==> src/rtl/shift_frame_ctrl.sv <==
// -----------------------------------------------------------------------------
// shift_frame_ctrl
//   Serial-to-parallel frame capture controller. A frame of len+1 bits is
//   shifted in MSB-first while sbit_vld is high, then presented right-aligned
//   on word with word_vld until the consumer accepts it (word_vld && word_rdy).
//   A capture stalled for TIMEOUT consecutive idle cycles is abandoned.
//
// Parameters
//   TIMEOUT   max idle cycles between accepted bits in SHIFT (1..255)
//
// Ports
//   clk       sole clock, rising edge
//   rst       synchronous active-high reset
//   start     begin (or restart) a frame capture
//   sdata     serial data bit
//   sbit_vld  qualifies sdata this cycle
//   len       frame length minus one, sampled on entry to SHIFT
//   word_rdy  consumer ready for word
//   err_clr   clears sticky ovf/tmo (a same-cycle set wins)
//   busy      high in SHIFT or HOLD
//   shift_en  high when a bit is being accepted this cycle
//   word      captured frame, right-aligned (registered)
//   word_vld  word valid, high in HOLD (registered)
//   ovf       sticky: bit arrived while holding a word
//   tmo       sticky: capture aborted by idle timeout
// -----------------------------------------------------------------------------
module shift_frame_ctrl #(
    parameter int unsigned TIMEOUT = 255
) (
    input  logic        clk,
    input  logic        rst,
    input  logic        start,
    input  logic        sdata,
    input  logic        sbit_vld,
    input  logic [4:0]  len,
    input  logic        word_rdy,
    input  logic        err_clr,
    output logic        busy,
    output logic        shift_en,
    output logic [31:0] word,
    output logic        word_vld,
    output logic        ovf,
    output logic        tmo
);

    localparam logic [1:0] ST_IDLE  = 2'd0;
    localparam logic [1:0] ST_SHIFT = 2'd1;
    localparam logic [1:0] ST_HOLD  = 2'd2;

    localparam logic [7:0] TMO_LIM = 8'(TIMEOUT);

    logic [1:0]  state;
    logic [31:0] shadow;
    logic [4:0]  bit_cnt;
    logic [4:0]  len_q;
    logic [7:0]  idle_cnt;

    logic [31:0] shadow_nxt;
    logic [7:0]  idle_nxt;

    always_comb begin
        shadow_nxt = {shadow[30:0], sdata};
        idle_nxt   = idle_cnt + 8'd1;
        busy       = (state == ST_SHIFT) || (state == ST_HOLD);
        // Gated by rst so no shift is advertised in a cycle that resets.
        shift_en   = (state == ST_SHIFT) && sbit_vld && !rst;
    end

    always_ff @(posedge clk) begin
        if (rst) begin
            state    <= ST_IDLE;
            shadow   <= '0;
            bit_cnt  <= '0;
            len_q    <= '0;
            idle_cnt <= '0;
            word     <= '0;
            word_vld <= 1'b0;
            ovf      <= 1'b0;
            tmo      <= 1'b0;
        end else begin
            // Clear first; any set below overrides it in the same cycle.
            if (err_clr) begin
                ovf <= 1'b0;
                tmo <= 1'b0;
            end

            case (state)
                ST_IDLE: begin
                    if (start) begin
                        state    <= ST_SHIFT;
                        shadow   <= '0;
                        bit_cnt  <= '0;
                        idle_cnt <= '0;
                        len_q    <= len;
                    end
                end

                ST_SHIFT: begin
                    if (start) begin
                        // Restart: bit offered in this cycle is discarded.
                        shadow   <= '0;
                        bit_cnt  <= '0;
                        idle_cnt <= '0;
                        len_q    <= len;
                    end else if (sbit_vld) begin
                        shadow   <= shadow_nxt;
                        bit_cnt  <= bit_cnt + 5'd1;
                        idle_cnt <= '0;
                        if (bit_cnt == len_q) begin
                            word     <= shadow_nxt;
                            word_vld <= 1'b1;
                            state    <= ST_HOLD;
                        end
                    end else begin
                        idle_cnt <= idle_nxt;
                        if (idle_nxt == TMO_LIM) begin
                            state <= ST_IDLE;
                            tmo   <= 1'b1;
                        end
                    end
                end

                ST_HOLD: begin
                    if (sbit_vld) begin
                        ovf <= 1'b1;
                    end
                    if (word_vld && word_rdy) begin
                        word_vld <= 1'b0;
                        if (start) begin
                            state    <= ST_SHIFT;
                            shadow   <= '0;
                            bit_cnt  <= '0;
                            idle_cnt <= '0;
                            len_q    <= len;
                        end else begin
                            state <= ST_IDLE;
                        end
                    end
                end

                default: begin
                    state <= ST_IDLE;
                end
            endcase
        end
    end

endmodule

==> config.mk <==
export PLATFORM = sky130hd
export DESIGN_NAME = shift_frame_ctrl
export DESIGN_NICKNAME = d
export VERILOG_FILES = /design/src/rtl/shift_frame_ctrl.sv
export SDC_FILE = /design/constraint.sdc
export NUM_CORES = 1
export LEC_CHECK = 0
export BUFFER_PORTS_ARGS = -buffer_cell sky130_fd_sc_hd__buf_4
export CORE_ASPECT_RATIO = 1.75
export CORE_MARGIN = 2
export CORE_UTILIZATION = 57
export DETAILED_ROUTE_END_ITERATION = 12
export PLACE_DENSITY = 0.84
export SLEW_MARGIN = 15
export SYNTH_ARGS = -nofsm -noshare
export SYNTH_HDL_FRONTEND = slang
export SYNTH_SLANG_ARGS = --single-unit
==> constraint.sdc <==
create_clock -name clk -period 2.01 [get_ports clk]
set_input_delay 0.402 -clock clk [delete_from_list [all_inputs] [get_ports clk]]
set_output_delay 0.402 -clock clk [all_outputs]
set_load 0.03 [all_outputs]
==> impl_table.tex, run 1 <==
\begin{tabular}{lr}
\hline
Metric & Value \\
\hline
\multicolumn{2}{l}{\textbf{CTS}} \\
\quad Clock root buffer & sky130\_fd\_sc\_hd\_\_clkbuf\_8 \\
\quad H-Tree Depth & 3 \\
\quad Clock buffer count from CTS & 9 \\
\quad Clock-pin slew on the worst setup and hold paths & $\sim$80 ps \\
\quad Clock tree from TritonCTS & done \\
\quad Clock sinks & 86 \\
\quad Clk buf depth & 2 \\
\quad Post-CTS Repair Setup Buffers & 0 \\
\quad Clock insertion delay at the later pin of the skew report & between 300 and 400 ps \\
\multicolumn{2}{l}{\textbf{Power}} \\
\quad Leakage power & roughly 1.7 nW \\
\quad VDD IR max & approximately 0.95 mV \\
\quad Power Density & roughly 990 nW/um\^{}2 \\
\multicolumn{2}{l}{\textbf{Timing}} \\
\quad Max-slew violation count & 0 \\
\quad Max\_slew headroom & approximately 63\% \\
\quad Worst hold slack & roughly 290 ps \\
\quad Share of the clock period used by the worst path & around 97\% \\
\quad Actual slew at the worst max-slew pin & roughly 550 ps \\
\quad Max Freq & 0.514 GHz \\
\quad Max Clock Skew & approximately 8.7 ps \\
\quad Minimum clock period after layout & 1940 ps \\
\quad Number of setup violations in the final report & 0 \\
\quad Setup repair after global routing missed its margin & true \\
\quad Final count of hold timing violations & 0 \\
\multicolumn{2}{l}{\textbf{Yosys}} \\
\quad Register bit count reported by yosys & between 80 and 90 \\
\quad Cells after synthesis & roughly 400 \\
\quad Biggest area contributors in the synthesized netlist & sky130\_fd\_sc\_hd\_\_dfxtp\_1 47\%, sky130\_fd\_sc\_hd\_\_mux2i\_1 10\%, sky130\_fd\_sc\_hd\_\_nand2\_1 6.3\% \\
\quad Count of unique library cells instantiated by Yosys & 50 \\
\quad Proportion of synthesized chip area in sequential cells & 47.4\% \\
\quad Cell type contributing the most total cell area after synthesis & sky130\_fd\_sc\_hd\_\_dfxtp\_1 \\
\quad Portion of netlist area occupied by mux cells & roughly 10\% \\
\quad Net count after synthesis & $\sim$420 \\
\quad Main combinational cell family by area after synthesis & simple AND/OR/NAND/NOR gates \\
\quad Number of flops mapped to enable cells by yosys & 0 \\
\quad Area share of and/or/nand/nor cells after synthesis & between 20\% and 30\% \\
\quad Mean instance size in the synthesized netlist & 9.04 sq um \\
\quad Post-synthesis compound-gate area fraction & about an eighth \\
\quad Netlist area before placement & 3640 sq um \\
\quad Number of warnings printed during yosys synthesis & 0 \\
\quad Main synth FF type & sky130\_fd\_sc\_hd\_\_dfxtp\_1 \\
\quad Post-synthesis xor/xnor area fraction & 2.65\% \\
\quad Area fraction of the dominant cell type after synthesis & 47.4\% \\
\quad Synthesized-area fraction occupied by adder cells & about 2.8\% \\
\quad Async S/R FF share, synth & 0\% \\
\multicolumn{2}{l}{\textbf{Setup path}} \\
\quad Reg2reg end & bit\_cnt[4]\$\_SDFFE\_PP0P\_ \\
\quad Worst Path Arrival & 2190 ps \\
\quad Reg2reg setup slack & between 60 and 70 ps \\
\quad Sort of element at the start of the critical path & flop \\
\quad Worst-case reg-to-reg path depth & 7 \\
\quad Slowest cell on crit path & sky130\_fd\_sc\_hd\_\_dfxtp\_1 \\
\quad Cells along the critical path & inv\_1 > ha\_1 > a21boi\_2 > a211oi\_4 > nand4\_1 > xor2\_1 > nor2\_1 \\
\quad Type of the worst setup path & reg2reg \\
\quad Critical R2R Launch & state[0]\$\_SDFFE\_PP0P\_ \\
\quad Endpoint required time on the critical path & around 2300 ps \\
\quad Startpoint of the worst setup timing path & state[0]\$\_SDFFE\_PP0P\_ \\
\quad Critical Path Fanout Max & 6 \\
\quad Slowest cell delay on critical path & $\sim$420 ps \\
\quad Kind of end point of the critical path & flop \\
\multicolumn{2}{l}{\textbf{Worst hold path}} \\
\quad Hold EP & len\_q[1]\$\_SDFFE\_PP0P\_ \\
\quad Hold/Removal Path Class & in2reg \\
\quad Cell depth of the worst min-delay path & 3 \\
\quad Start point of the worst min-delay path & len[1] \\
\multicolumn{2}{l}{\textbf{Floorplanning}} \\
\quad Die height & 110 um \\
\quad Area of the die & around 7100 sq um \\
\quad Initial cell density of the core & about three fifths \\
\quad Total number of placement rows & 38 \\
\quad Horizontal extent of the die & roughly 64 um \\
\quad Floorplan core area & 6180 sq um \\
\quad IO Count & approximately 50 \\
\multicolumn{2}{l}{\textbf{Global routing}} \\
\quad Via count of the first global-routing pass & around 2900 \\
\quad Overall routing resource usage & roughly a quarter \\
\quad Total congestion overflow & 0 \\
\quad Largest net degree at the start of global routing & 33 \\
\quad First-pass GRT wire length & between 10 and 15 mm \\
\quad Number of antenna violations at the first check in global routing & 0 \\
\multicolumn{2}{l}{\textbf{Route}} \\
\quad Post-Route WL & 8.04 mm \\
\quad Iteration-0 DRC count of the detailed router & 203 \\
\quad Count of nets left with antenna violations after detail routing & 0 \\
\quad Number of iterations in the first detailed-routing pass & 4 \\
\quad Vias after detailed routing & 2990 \\
\quad DRC Markers & 0 \\
\quad Mean number of vias per cell & between 5 and 6 \\
\quad Detail-routed net length per standard cell & $\sim$15 um \\
\multicolumn{2}{l}{\textbf{Finish}} \\
\quad Filler instances & between 400 and 500 \\
\quad Growth of design area from synthesis to finish & 20.3\% \\
\quad Fraction of final layout cells with drive strength greater than 1 & 21.8\% \\
\quad Final Cell Area & 4370 sq um \\
\quad Total inserted antenna cells & 0 \\
\quad Total number of nets in the final design & 473 \\
\multicolumn{2}{l}{\textbf{Placement}} \\
\quad Estimated wirelength of the detail-placed design & approximately 5.2 mm \\
\quad Count of input and output buffers & 48 \\
\quad Post-placement cell area & 4100 sq um \\
\quad Placer congestion estimate & a little over 0.8 \\
\multicolumn{2}{l}{\textbf{Outcome}} \\
\quad Run status & finished, final reports clean \\
\multicolumn{2}{l}{\textbf{Run}} \\
\quad Number of max-cap violations & 0 \\
\hline
\end{tabular}
## through the flow
stage	total power [mW]	worst slack, ps	std cells	util (%)	setup TNS [ps]
finish	4.33	66.1	538	70.7	0
detailed placement	2.99	18.7	520	66.3	0
CTS	4.31	16.2	536	69.9	0
floorplan	2.69	198	402	-	0
global placement	2.97	121	520	66.3	0
global route	4.55	-9.97	538	70.7	-53.6
## report_power, final
| part | total (mW) | switching (mW) | leakage [nW] | internal [mW] |
|---|---|---|---|---|
| clock | 1.32 | 0.593 | 0.108 | 0.729 |
| sequential | 1.81 | 0.0585 | 0.695 | 1.76 |
| combinational | 1.20 | 0.715 | 0.849 | 0.482 |
## worst max-delay path: cells and delay by family, from the launching register on
kind                       cells  cell delay (ps)
AOI/OAI and AO/OA              2              550
adders and majority gates      1              220
buffers and inverters          1              100
DFF                            1              420
xor gates and xnor gates       1              240
and+or+nand+nor                2              300
## layer usage
layer | vias to the layer above | track usage (%) | share of wire [%]
met5 | - | 0 | 0
met4 | 0 | 12.5 | 3.1
met3 | 21 | 5.02 | 3.4
met2 | 62 | 41.0 | 55
met1 | 1442 | 26.1 | 38
li1 | 1465 | - | -
## cell families after synthesis
family	after synthesis
flip-flops	86
buffers and inverters	30
adder cells (fa/ha/maj)	8
AO/OA/AOI/OAI	69
AND/OR/NAND/NOR	161
multiplexers	37
XOR/XNOR	11
## flip-flops by register name (all words and copies together) (netlist names)
name and cells:
bit_cnt 5, word_vld 1, word 32, ovf 1, shadow 31, idle_cnt 8, state 2, tmo 1
len_q 5
## placed cells by master, fill, tap and decap left out, drive strengths merged, types with 3 or more instances in the layout
cell,n
a21oi,44
a31o,3
and2b,3
buf,62
clkbuf,11
dfxtp,86
ha,8
inv,7
mux2i,37
nand2,62
nand2b,4
nand3,18
nand4,4
nor2,53
nor3,4
o21ai,7
or3,3
xnor2,6
xor2,5
## cell type report
type	count	area [sq um]	share of cell area [%]
Inverter	7	26.3	0.601
Timing Repair Buffer	63	536	12.2
Multi-Input combinational cell	286	1770	40.4
Clock inverter	6	85.1	1.95
Clock buffer	10	138	3.15
Sequential cell	86	1720	39.4
Tap cell	80	100	2.29
## cells in the mapped netlist, types with 4 or more instances
library cell / n
sky130_fd_sc_hd__clkbuf_1: 7
sky130_fd_sc_hd__xnor2_1: 6
sky130_fd_sc_hd__nand3_1: 16
sky130_fd_sc_hd__dfxtp_1: 86
sky130_fd_sc_hd__xor2_1: 5
sky130_fd_sc_hd__mux2i_1: 37
sky130_fd_sc_hd__nand4_1: 4
sky130_fd_sc_hd__inv_1: 7
sky130_fd_sc_hd__ha_1: 8
sky130_fd_sc_hd__buf_2: 7
sky130_fd_sc_hd__nor2_1: 53
sky130_fd_sc_hd__buf_6: 6
sky130_fd_sc_hd__nand2_1: 61
sky130_fd_sc_hd__o21ai_0: 7
sky130_fd_sc_hd__a21oi_1: 43
sky130_fd_sc_hd__nor3_1: 4
## timing repair
item,CTS,global route
pin swaps,0,1
setup endpoints to repair,3,9
endpoints found under the hold margin,0,0
hold buffers,0,0
gates resized for setup,2,5
gates cloned,0,2
## worst max-delay path by stage
stage	end	slack, ps	depth (start not counted)
floorplan	shadow[20]$_SDFFE_PP0P_	200	7
global placement	word[22]$_SDFFE_PP0P_	120	8
detailed placement	word[22]$_SDFFE_PP0P_	20	8
CTS	shift_en	20	5
global route	word[13]$_SDFFE_PP0P_	-10	6
finish	bit_cnt[4]$_SDFFE_PP0P_	70	7
Power figures use the tool's default switching activity.
==> run 2: changes to the inputs <==
Settings changed: CORE_UTILIZATION 57 to 45, PLACE_DENSITY 0.84 to 0.7.
==> impl_table.tex, run 2 (synthesized netlist as in run 1, its figures left out) <==
\begin{tabular}{lr}
\hline
Metric & Value \\
\hline
\multicolumn{2}{l}{\textbf{Outcome}} \\
\quad Run status & finished, final reports clean \\
\multicolumn{2}{l}{\textbf{CTS}} \\
\quad Clock root buffer & sky130\_fd\_sc\_hd\_\_clkbuf\_16 \\
\quad Clock insertion delay at the later pin of the skew report & 340 ps (-20 ps) \\
\quad Clk buf depth & 2 (unchanged) \\
\quad Clock-pin slew on the worst setup and hold paths & 60 ps (-20 ps) \\
\quad H-Tree Depth & 3 (unchanged) \\
\quad Clock sinks & 86 (unchanged) \\
\quad Clock tree from TritonCTS & done \\
\quad Clock buffer count from CTS & 9 (unchanged) \\
\quad Quantity of hold-fixing buffers added after cts & 0 (unchanged) \\
\multicolumn{2}{l}{\textbf{Setup path}} \\
\quad Sort of element at the start of the critical path & flop \\
\quad Reg2reg end & shadow[5]\$\_SDFFE\_PP0P\_ \\
\quad Worst Path Arrival & 1520 ps (-670 ps) \\
\quad Slowest cell delay on critical path & 330 ps (-90 ps) \\
\quad Cell count along the critical path & 6 (-1) \\
\quad Worst-case reg-to-reg path depth & 8 (+1) \\
\quad Endpoint required time on the critical path & 1610 ps (-640 ps) \\
\quad Category of cells accounting for the largest share of critical-path delay & buffers and inverters \\
\quad Reg2reg setup slack & 190 ps (+120 ps) \\
\quad Critical path buffers and inverters & 3 (+2) \\
\quad Critical Path Fanout Max & 7 (+1) \\
\quad Critical R2R Launch & state[1]\$\_SDFFE\_PP0P\_ \\
\quad Worst path most repeated cell & sky130\_fd\_sc\_hd\_\_buf\_4 \\
\quad Slowest cell on crit path & sky130\_fd\_sc\_hd\_\_dfxtp\_1 \\
\quad Kind of end point of the critical path & output port \\
\quad Type of the worst setup path & reg2out \\
\quad Cells along the critical path & inv\_1 > ha\_1 > buf\_4 > and2\_4 > nor2b\_1 > buf\_4 \\
\multicolumn{2}{l}{\textbf{Finish}} \\
\quad Register bank with the most flops & word \\
\quad Commonest cells after routing, fill and taps aside & 85 x sky130\_fd\_sc\_hd\_\_dfxtp\_1, 61 x sky130\_fd\_sc\_hd\_\_nand2\_1, 61 x sky130\_fd\_sc\_hd\_\_buf\_4 \\
\quad Total inserted antenna cells & 0 (unchanged) \\
\quad Growth of design area from synthesis to finish & 23.2\% \\
\quad Most common library cell in the layout ignoring fill and taps & sky130\_fd\_sc\_hd\_\_dfxtp\_1 \\
\quad Fraction of final layout cells with drive strength greater than 1 & 22.0\% (+0.12 points) \\
\quad Filler instances & 708 (+47\%) \\
\quad Flip-flop count of the largest register, all copies and words added & 32 (unchanged) \\
\quad Multi-input gate area in the final layout & 1750 sq um (-1.1\%) \\
\quad Non-filler instance count after layout & 550 (+2.2\%) \\
\quad Biggest registers after layout & word: 32 flops, shadow: 31 flops, idle\_cnt: 8 flops \\
\quad Final Cell Area & 4480 sq um (+2.5\%) \\
\quad Total number of nets in the final design & 475 (+0.42\%) \\
\quad Sequential cell area & 1720 sq um (unchanged) \\
\multicolumn{2}{l}{\textbf{Timing}} \\
\quad Max Freq & 0.520 GHz (+1.2\%) \\
\quad Actual slew at the worst max-slew pin & 679 ps (+126 ps) \\
\quad Minimum clock period after layout & 1920 ps (-22.4 ps) \\
\quad Setup repair after global routing missed its margin & false \\
\quad Final count of hold timing violations & 0 (unchanged) \\
\quad Max\_slew headroom & 54.6\% (-8.0 points) \\
\quad Worst hold slack & 301 ps (+13.1 ps) \\
\quad Max-slew violation count & 0 (unchanged) \\
\quad Fin Setup TNS & 0 ps (unchanged) \\
\quad Number of setup violations in the final report & 0 (unchanged) \\
\quad Share of the clock period used by the worst path & 95.6\% (-1.1 points) \\
\quad Max Clock Skew & 4.86 ps (-3.82 ps) \\
\multicolumn{2}{l}{\textbf{Placement}} \\
\quad Instance count after placement with tap cells included & 531 (+2.1\%) \\
\quad Placer congestion estimate & 0.817 (+0.84\%) \\
\quad Post-placement cell area & 4100 sq um (+0.18\%) \\
\quad Count of input and output buffers & 48 (unchanged) \\
\quad Estimated wirelength of the detail-placed design & 5.14 mm (-1.4\%) \\
\multicolumn{2}{l}{\textbf{Floorplanning}} \\
\quad Die height & 123 um (+12\%) \\
\quad Initial cell density of the core & 46.0\% (-13 points) \\
\quad IO Count & 49 (unchanged) \\
\quad Area of the die & 8840 sq um (+25\%) \\
\quad Floorplan core area & 7910 sq um (+28\%) \\
\quad Horizontal extent of the die & 72.0 um (+12\%) \\
\quad Total number of placement rows & 43 (+13\%) \\
\multicolumn{2}{l}{\textbf{Power}} \\
\quad Internal Dissipation & 3.47 mW (+17\%) \\
\quad Net Sw Frac & 29.2\% (-2.4 points) \\
\quad P\_sw & 1.43 mW (+4.6\%) \\
\quad Sequential Power Share & 36.9\% (-5.0 points) \\
\quad Combinational share of power & 25.8\% (-1.8 points) \\
\quad Power Density & 1090 nW/um\^{}2 (+10\%) \\
\quad VDD IR max & 0.623 mV (-34\%) \\
\quad Clock power share & 37.4\% (+6.9 points) \\
\quad Leakage power & 1.70 nW (+3.1\%) \\
\multicolumn{2}{l}{\textbf{Global routing}} \\
\quad Largest net degree at the start of global routing & 35 (+6.1\%) \\
\quad Total congestion overflow & 0 (unchanged) \\
\quad First-pass GRT wire length & 12.5 mm (-2.5\%) \\
\quad Overall routing resource usage & 18.0\% (-5.3 points) \\
\quad Number of antenna violations at the first check in global routing & 0 (unchanged) \\
\quad Via count of the first global-routing pass & 2676 (-6.4\%) \\
\multicolumn{2}{l}{\textbf{Route}} \\
\quad Count of nets left with antenna violations after detail routing & 0 (unchanged) \\
\quad Mean number of vias per cell & 5.28 (-5.0\%) \\
\quad Vias after detailed routing & 2903 (-2.9\%) \\
\quad Detail-routed net length per standard cell & 13.7 um (-8.3\%) \\
\quad Number of iterations in the first detailed-routing pass & 4 (unchanged) \\
\quad Iteration-0 DRC count of the detailed router & 119 (-41\%) \\
\quad DRC Markers & 0 (unchanged) \\
\quad Post-Route WL & 7.54 mm (-6.2\%) \\
\multicolumn{2}{l}{\textbf{Worst hold path}} \\
\quad Hold EP & len\_q[4]\$\_SDFFE\_PP0P\_ \\
\quad Hold/Removal Path Class & in2reg \\
\quad Start point of the worst min-delay path & len[4] \\
\quad Cell depth of the worst min-delay path & 3 (unchanged) \\
\multicolumn{2}{l}{\textbf{Run}} \\
\quad Number of max-cap violations & 0 (unchanged) \\
\hline
\end{tabular}
-- run 2: cell count changes in the layout (fill, tap and decap cells not counted), moves of 2 or more --
cell | before | now
sky130_fd_sc_hd__buf_4 | 57 | 61
sky130_fd_sc_hd__buf_6 | 2 | 0
sky130_fd_sc_hd__clkbuf_16 | 1 | 9
sky130_fd_sc_hd__clkbuf_8 | 10 | 3
sky130_fd_sc_hd__clkinvlp_4 | 2 | 0
-- run 2: how the worst max path moves through the flow --
stage / startpoint / endpoint / slack (ps)
2_1_floorplan: state[1]$_SDFFE_PP0P_ / shadow[20]$_SDFFE_PP0P_ / 200
3_3_place_gp: state[0]$_SDFFE_PP0P_ / shadow[19]$_SDFFE_PP0P_ / 120
3_5_place_dp: state[0]$_SDFFE_PP0P_ / shadow[20]$_SDFFE_PP0P_ / 60
4_1_cts: state[0]$_SDFFE_PP0P_ / shadow[29]$_SDFFE_PP0P_ / 20
5_1_grt: state[0]$_SDFFE_PP0P_ / shadow[15]$_SDFFE_PP0P_ / 20
6_report: state[1]$_SDFFE_PP0P_ / shift_en / 90
-- run 2: layer usage --
layer	up-vias	part of all wire (%)	global-route usage [%]
met5	-	0	0
met1	1368	42	21.0
li1	1472	-	-
met4	0	2.7	9.20
met2	48	52	30.2
met3	15	3.7	4.40
-- run 2: area by class of cell --
class                           instances  share of cell area, %
Clock inverter                          3                   1.45
Sequential cell                        86                   38.5
Tap cell                               90                   2.51
Clock buffer                           13                   6.03
Timing Repair Buffer                   65                   12.0
Multi-Input combinational cell        286                   39.0
Inverter                                7                  0.586
-- run 2: repair_timing --
item / in CTS / in global routing
gates resized for setup: 0 / 4
hold endpoints to repair: 0 / 0
setup endpoints to repair: 0 / 36
setup buffers: 0 / 3
-- run 2: worst register-to-register path: stages (launching register included) --
cell and delay [ps]:
sky130_fd_sc_hd__dfxtp_1 330, sky130_fd_sc_hd__buf_4 140, sky130_fd_sc_hd__ha_1 160, sky130_fd_sc_hd__a21boi_2 310, sky130_fd_sc_hd__a21o_2 240, sky130_fd_sc_hd__nand2b_2 170, sky130_fd_sc_hd__buf_12 190, sky130_fd_sc_hd__nand2_1 70
sky130_fd_sc_hd__a21oi_1 140
-- run 2: power by group through the flow --
stage	sequential, mW	clock (mW)	combinational (mW)
final	1.81	1.83	1.26
after global routing	1.81	1.94	1.37
after CTS	1.80	1.87	1.17
after detailed placement	1.84	0	1.16
after global placement	1.84	0	1.14
after floorplan	1.86	0	0.828
-- run 2: metrics by stage --
step | worst slack, ps | total power, mW | util (%)
2_1_floorplan | 198 | 2.69 | -
3_3_place_gp | 122 | 2.98 | 51.9
3_5_place_dp | 60.3 | 3.01 | 51.9
4_1_cts | 17.8 | 4.84 | 56.1
5_1_grt | 18.5 | 5.13 | 56.7
6_report | 88.5 | 4.90 | 56.7
==> run 3: changes to the inputs <==
Settings changed: CELL_PAD_IN_SITES_DETAIL_PLACEMENT set to 1, CELL_PAD_IN_SITES_GLOBAL_PLACEMENT set to 1, CORE_UTILIZATION 45 to 43, PLACE_DENSITY 0.7 to 0.83.
==> impl_table.tex, run 3 (synthesized netlist as in run 1, its figures left out) <==
\begin{tabular}{lr}
\hline
Metric & Value \\
\hline
\multicolumn{2}{l}{\textbf{Timing}} \\
\quad Share of the clock period used by the worst path & 95.0\% (-0.59 points) \\
\quad Post-layout worst setup margin & 100 ps (+11.8 ps) \\
\quad Number of setup violations in the final report & 0 (unchanged) \\
\quad Minimum clock period after layout & 1910 ps (-11.8 ps) \\
\quad Max Freq & 0.524 GHz (+0.62\%) \\
\quad Max Clock Skew & 12.7 ps (+7.79 ps) \\
\quad Max-slew violation count & 0 (unchanged) \\
\quad Worst hold slack & 305 ps (+3.62 ps) \\
\quad Max\_slew headroom & 57.5\% (+2.8 points) \\
\quad Final count of hold timing violations & 0 (unchanged) \\
\quad Actual slew at the worst max-slew pin & 630 ps (-48.9 ps) \\
\multicolumn{2}{l}{\textbf{Finish}} \\
\quad Fraction of final layout cells with drive strength greater than 1 & 22.8\% (+0.89 points) \\
\quad Commonest cells after routing, fill and taps aside & 85 x sky130\_fd\_sc\_hd\_\_dfxtp\_1, 65 x sky130\_fd\_sc\_hd\_\_buf\_4, 61 x sky130\_fd\_sc\_hd\_\_nand2\_1 \\
\quad Total number of nets in the final design & 479 (+0.84\%) \\
\quad Register bank with the most flops & word \\
\quad Flip-flop count of the largest register, all copies and words added & 32 (unchanged) \\
\quad Total inserted antenna cells & 0 (unchanged) \\
\quad Non-filler instance count after layout & 556 (+1.1\%) \\
\quad Filler instances & 974 (+38\%) \\
\quad Growth of design area from synthesis to finish & 24.7\% \\
\quad Biggest registers after layout & word: 32 flops, shadow: 31 flops, idle\_cnt: 8 flops \\
\quad Most common library cell in the layout ignoring fill and taps & sky130\_fd\_sc\_hd\_\_dfxtp\_1 \\
\multicolumn{2}{l}{\textbf{Route}} \\
\quad Detail-routed net length per standard cell & 16.8 um (+22\%) \\
\quad Count of nets left with antenna violations after detail routing & 0 (unchanged) \\
\quad Number of iterations in the first detailed-routing pass & 4 (unchanged) \\
\quad Mean number of vias per cell & 5.44 (+3.1\%) \\
\quad DRC Markers & 0 (unchanged) \\
\quad Iteration-0 DRC count of the detailed router & 87 (-27\%) \\
\quad Post-Route WL & 9.31 mm (+23\%) \\
\quad Vias after detailed routing & 3025 (+4.2\%) \\
\multicolumn{2}{l}{\textbf{Floorplanning}} \\
\quad Area of the die & 9240 sq um (+4.4\%) \\
\quad Horizontal extent of the die & 73.5 um (+2.2\%) \\
\quad IO Count & 49 (unchanged) \\
\quad Die height & 126 um (+2.2\%) \\
\quad Floorplan core area & 8260 sq um (+4.4\%) \\
\quad Initial cell density of the core & 44.0\% (-1.9 points) \\
\quad Total number of placement rows & 44 (+2.3\%) \\
\multicolumn{2}{l}{\textbf{CTS}} \\
\quad H-Tree Depth & 3 (unchanged) \\
\quad Clock-pin slew on the worst setup and hold paths & 70 ps (about the same) \\
\quad Clock buffer count from CTS & 9 (unchanged) \\
\quad Clock sinks & 86 (unchanged) \\
\quad Clock root buffer & sky130\_fd\_sc\_hd\_\_clkbuf\_16 \\
\quad Quantity of hold-fixing buffers added after cts & 0 (unchanged) \\
\quad Clock tree from TritonCTS & done \\
\quad Clk buf depth & 2 (unchanged) \\
\quad Clock insertion delay at the later pin of the skew report & 340 ps (about the same) \\
\multicolumn{2}{l}{\textbf{Power}} \\
\quad Net Sw Frac & 30.6\% (+1.4 points) \\
\quad Leakage power & 1.72 nW (+1.0\%) \\
\quad Power Density & 1120 nW/um\^{}2 (+2.6\%) \\
\quad P\_sw & 1.56 mW (+8.8\%) \\
\quad VDD IR max & 0.823 mV (+32\%) \\
\quad Sequential Power Share & 35.7\% (-1.2 points) \\
\quad Internal Dissipation & 3.53 mW (+1.7\%) \\
\quad Overall power of the completed layout & 5.09 mW (+3.8\%) \\
\quad Clock power share & 37.8\% (+0.4 points) \\
\quad Combinational share of power & 26.5\% (+0.7 points) \\
\multicolumn{2}{l}{\textbf{Setup path}} \\
\quad Kind of end point of the critical path & flop \\
\quad Worst Path Arrival & 2180 ps (+660 ps) \\
\quad Sort of element at the start of the critical path & flop \\
\quad Worst-case reg-to-reg path depth & 9 (+1) \\
\quad Critical R2R Launch & state[0]\$\_SDFFE\_PP0P\_ \\
\quad Endpoint required time on the critical path & 2280 ps (+670 ps) \\
\quad Startpoint of the worst setup timing path & state[0]\$\_SDFFE\_PP0P\_ \\
\quad Type of the worst setup path & reg2reg \\
\quad Critical Path Fanout Max & 17 (+10) \\
\multicolumn{2}{l}{\textbf{Global routing}} \\
\quad Overall routing resource usage & 21.3\% (+3.3 points) \\
\quad Total congestion overflow & 0 (unchanged) \\
\quad First-pass GRT wire length & 15.3 mm (+23\%) \\
\quad Number of antenna violations at the first check in global routing & 0 (unchanged) \\
\quad Largest net degree at the start of global routing & 38 (+8.6\%) \\
\quad Via count of the first global-routing pass & 3193 (+19\%) \\
\multicolumn{2}{l}{\textbf{Worst hold path}} \\
\quad Hold/Removal Path Class & in2reg \\
\quad Start point of the worst min-delay path & len[3] \\
\quad Cell depth of the worst min-delay path & 3 (unchanged) \\
\multicolumn{2}{l}{\textbf{Placement}} \\
\quad Estimated wirelength of the detail-placed design & 6.23 mm (+21\%) \\
\quad Placer congestion estimate & 0.792 (-3.0\%) \\
\quad Count of input and output buffers & 48 (unchanged) \\
\quad Instance count after placement with tap cells included & 533 (+0.38\%) \\
\quad Post-Place Worst Slack & 35.4 ps (-24.9 ps) \\
\multicolumn{2}{l}{\textbf{Run}} \\
\quad Number of max-cap violations & 0 (unchanged) \\
\multicolumn{2}{l}{\textbf{Outcome}} \\
\quad Run status & finished, final reports clean \\
\hline
\end{tabular}
[run 3: cell count changes in the layout (fill, tap and decap cells not counted), sizes merged]
| cell | previous run | this run |
|---|---|---|
| buf | 65 | 68 |
| bufinv | 2 | 3 |
| clkbuf | 13 | 10 |
| clkinv | 1 | 2 |
| clkinvlp | 0 | 2 |
[run 3: per-stage QoR]
step | utilization, % | setup TNS, ps | cell area [sq um]
global route | 54.9 | -46.8 | 4530
finish | 54.9 | 0 | 4530
CTS | 54.0 | 0 | 4460
detailed placement | 49.6 | 0 | 4090
global placement | 49.6 | 0 | 4090
floorplan | - | 0 | 3640
[run 3: final timing paths]
check / end / slack (ps)
setup / recovery: shadow[30]$_SDFFE_PP0P_ / 100
hold / removal: len_q[3]$_SDFFE_PP0P_ / 300
setup reg to reg: shadow[30]$_SDFFE_PP0P_ / 100
hold reg to reg: tmo$_SDFF_PP0_ / 460
[run 3: routing by layer]
metal | wire, um | GRT usage (%) | vias to the layer above
met5 | 0 | 0 | -
met4 | 200 | 8.66 | 0
met3 | 186 | 4.72 | 13
met2 | 5390 | 38.3 | 41
met1 | 3540 | 23.3 | 1490
li1 | - | - | 1481
[run 3: power groups by stage]
stage | registers (mW) | logic [mW] | clock network (mW)
6_report | 1.81 | 1.35 | 1.92
5_1_grt | 1.82 | 1.46 | 2.03
4_1_cts | 1.81 | 1.19 | 1.96
3_5_place_dp | 1.84 | 1.16 | 0
3_3_place_gp | 1.84 | 1.10 | 0
2_1_floorplan | 1.86 | 0.828 | 0
[run 3: repair_timing]
action	4_1_cts	5_1_grt
setup endpoints to repair	2	36
pin swaps	0	2
gates resized for setup	3	4
gates cloned	0	1
buffers inserted	0	6
[run 3: critical path, stage by stage, from the launching register on]
cell                       delay, ps
sky130_fd_sc_hd__dfxtp_4         380
sky130_fd_sc_hd__inv_1            80
sky130_fd_sc_hd__ha_1            210
sky130_fd_sc_hd__a21boi_2        160
sky130_fd_sc_hd__buf_4           150
sky130_fd_sc_hd__a211oi_4        260
sky130_fd_sc_hd__buf_4           170
sky130_fd_sc_hd__buf_12          140
sky130_fd_sc_hd__nand3_1         100
sky130_fd_sc_hd__a21oi_1         180
[run 3: final cells by class]
class,count,area (sq um),area share (%)
flip-flops and latches,86,1730,38.1
well taps,92,115,2.54
clock buffers,9,225,4.97
inverters,7,26.3,0.579
repair buffers,69,564,12.4
multi-input cells,286,1760,38.7
clock inverters,7,123,2.70
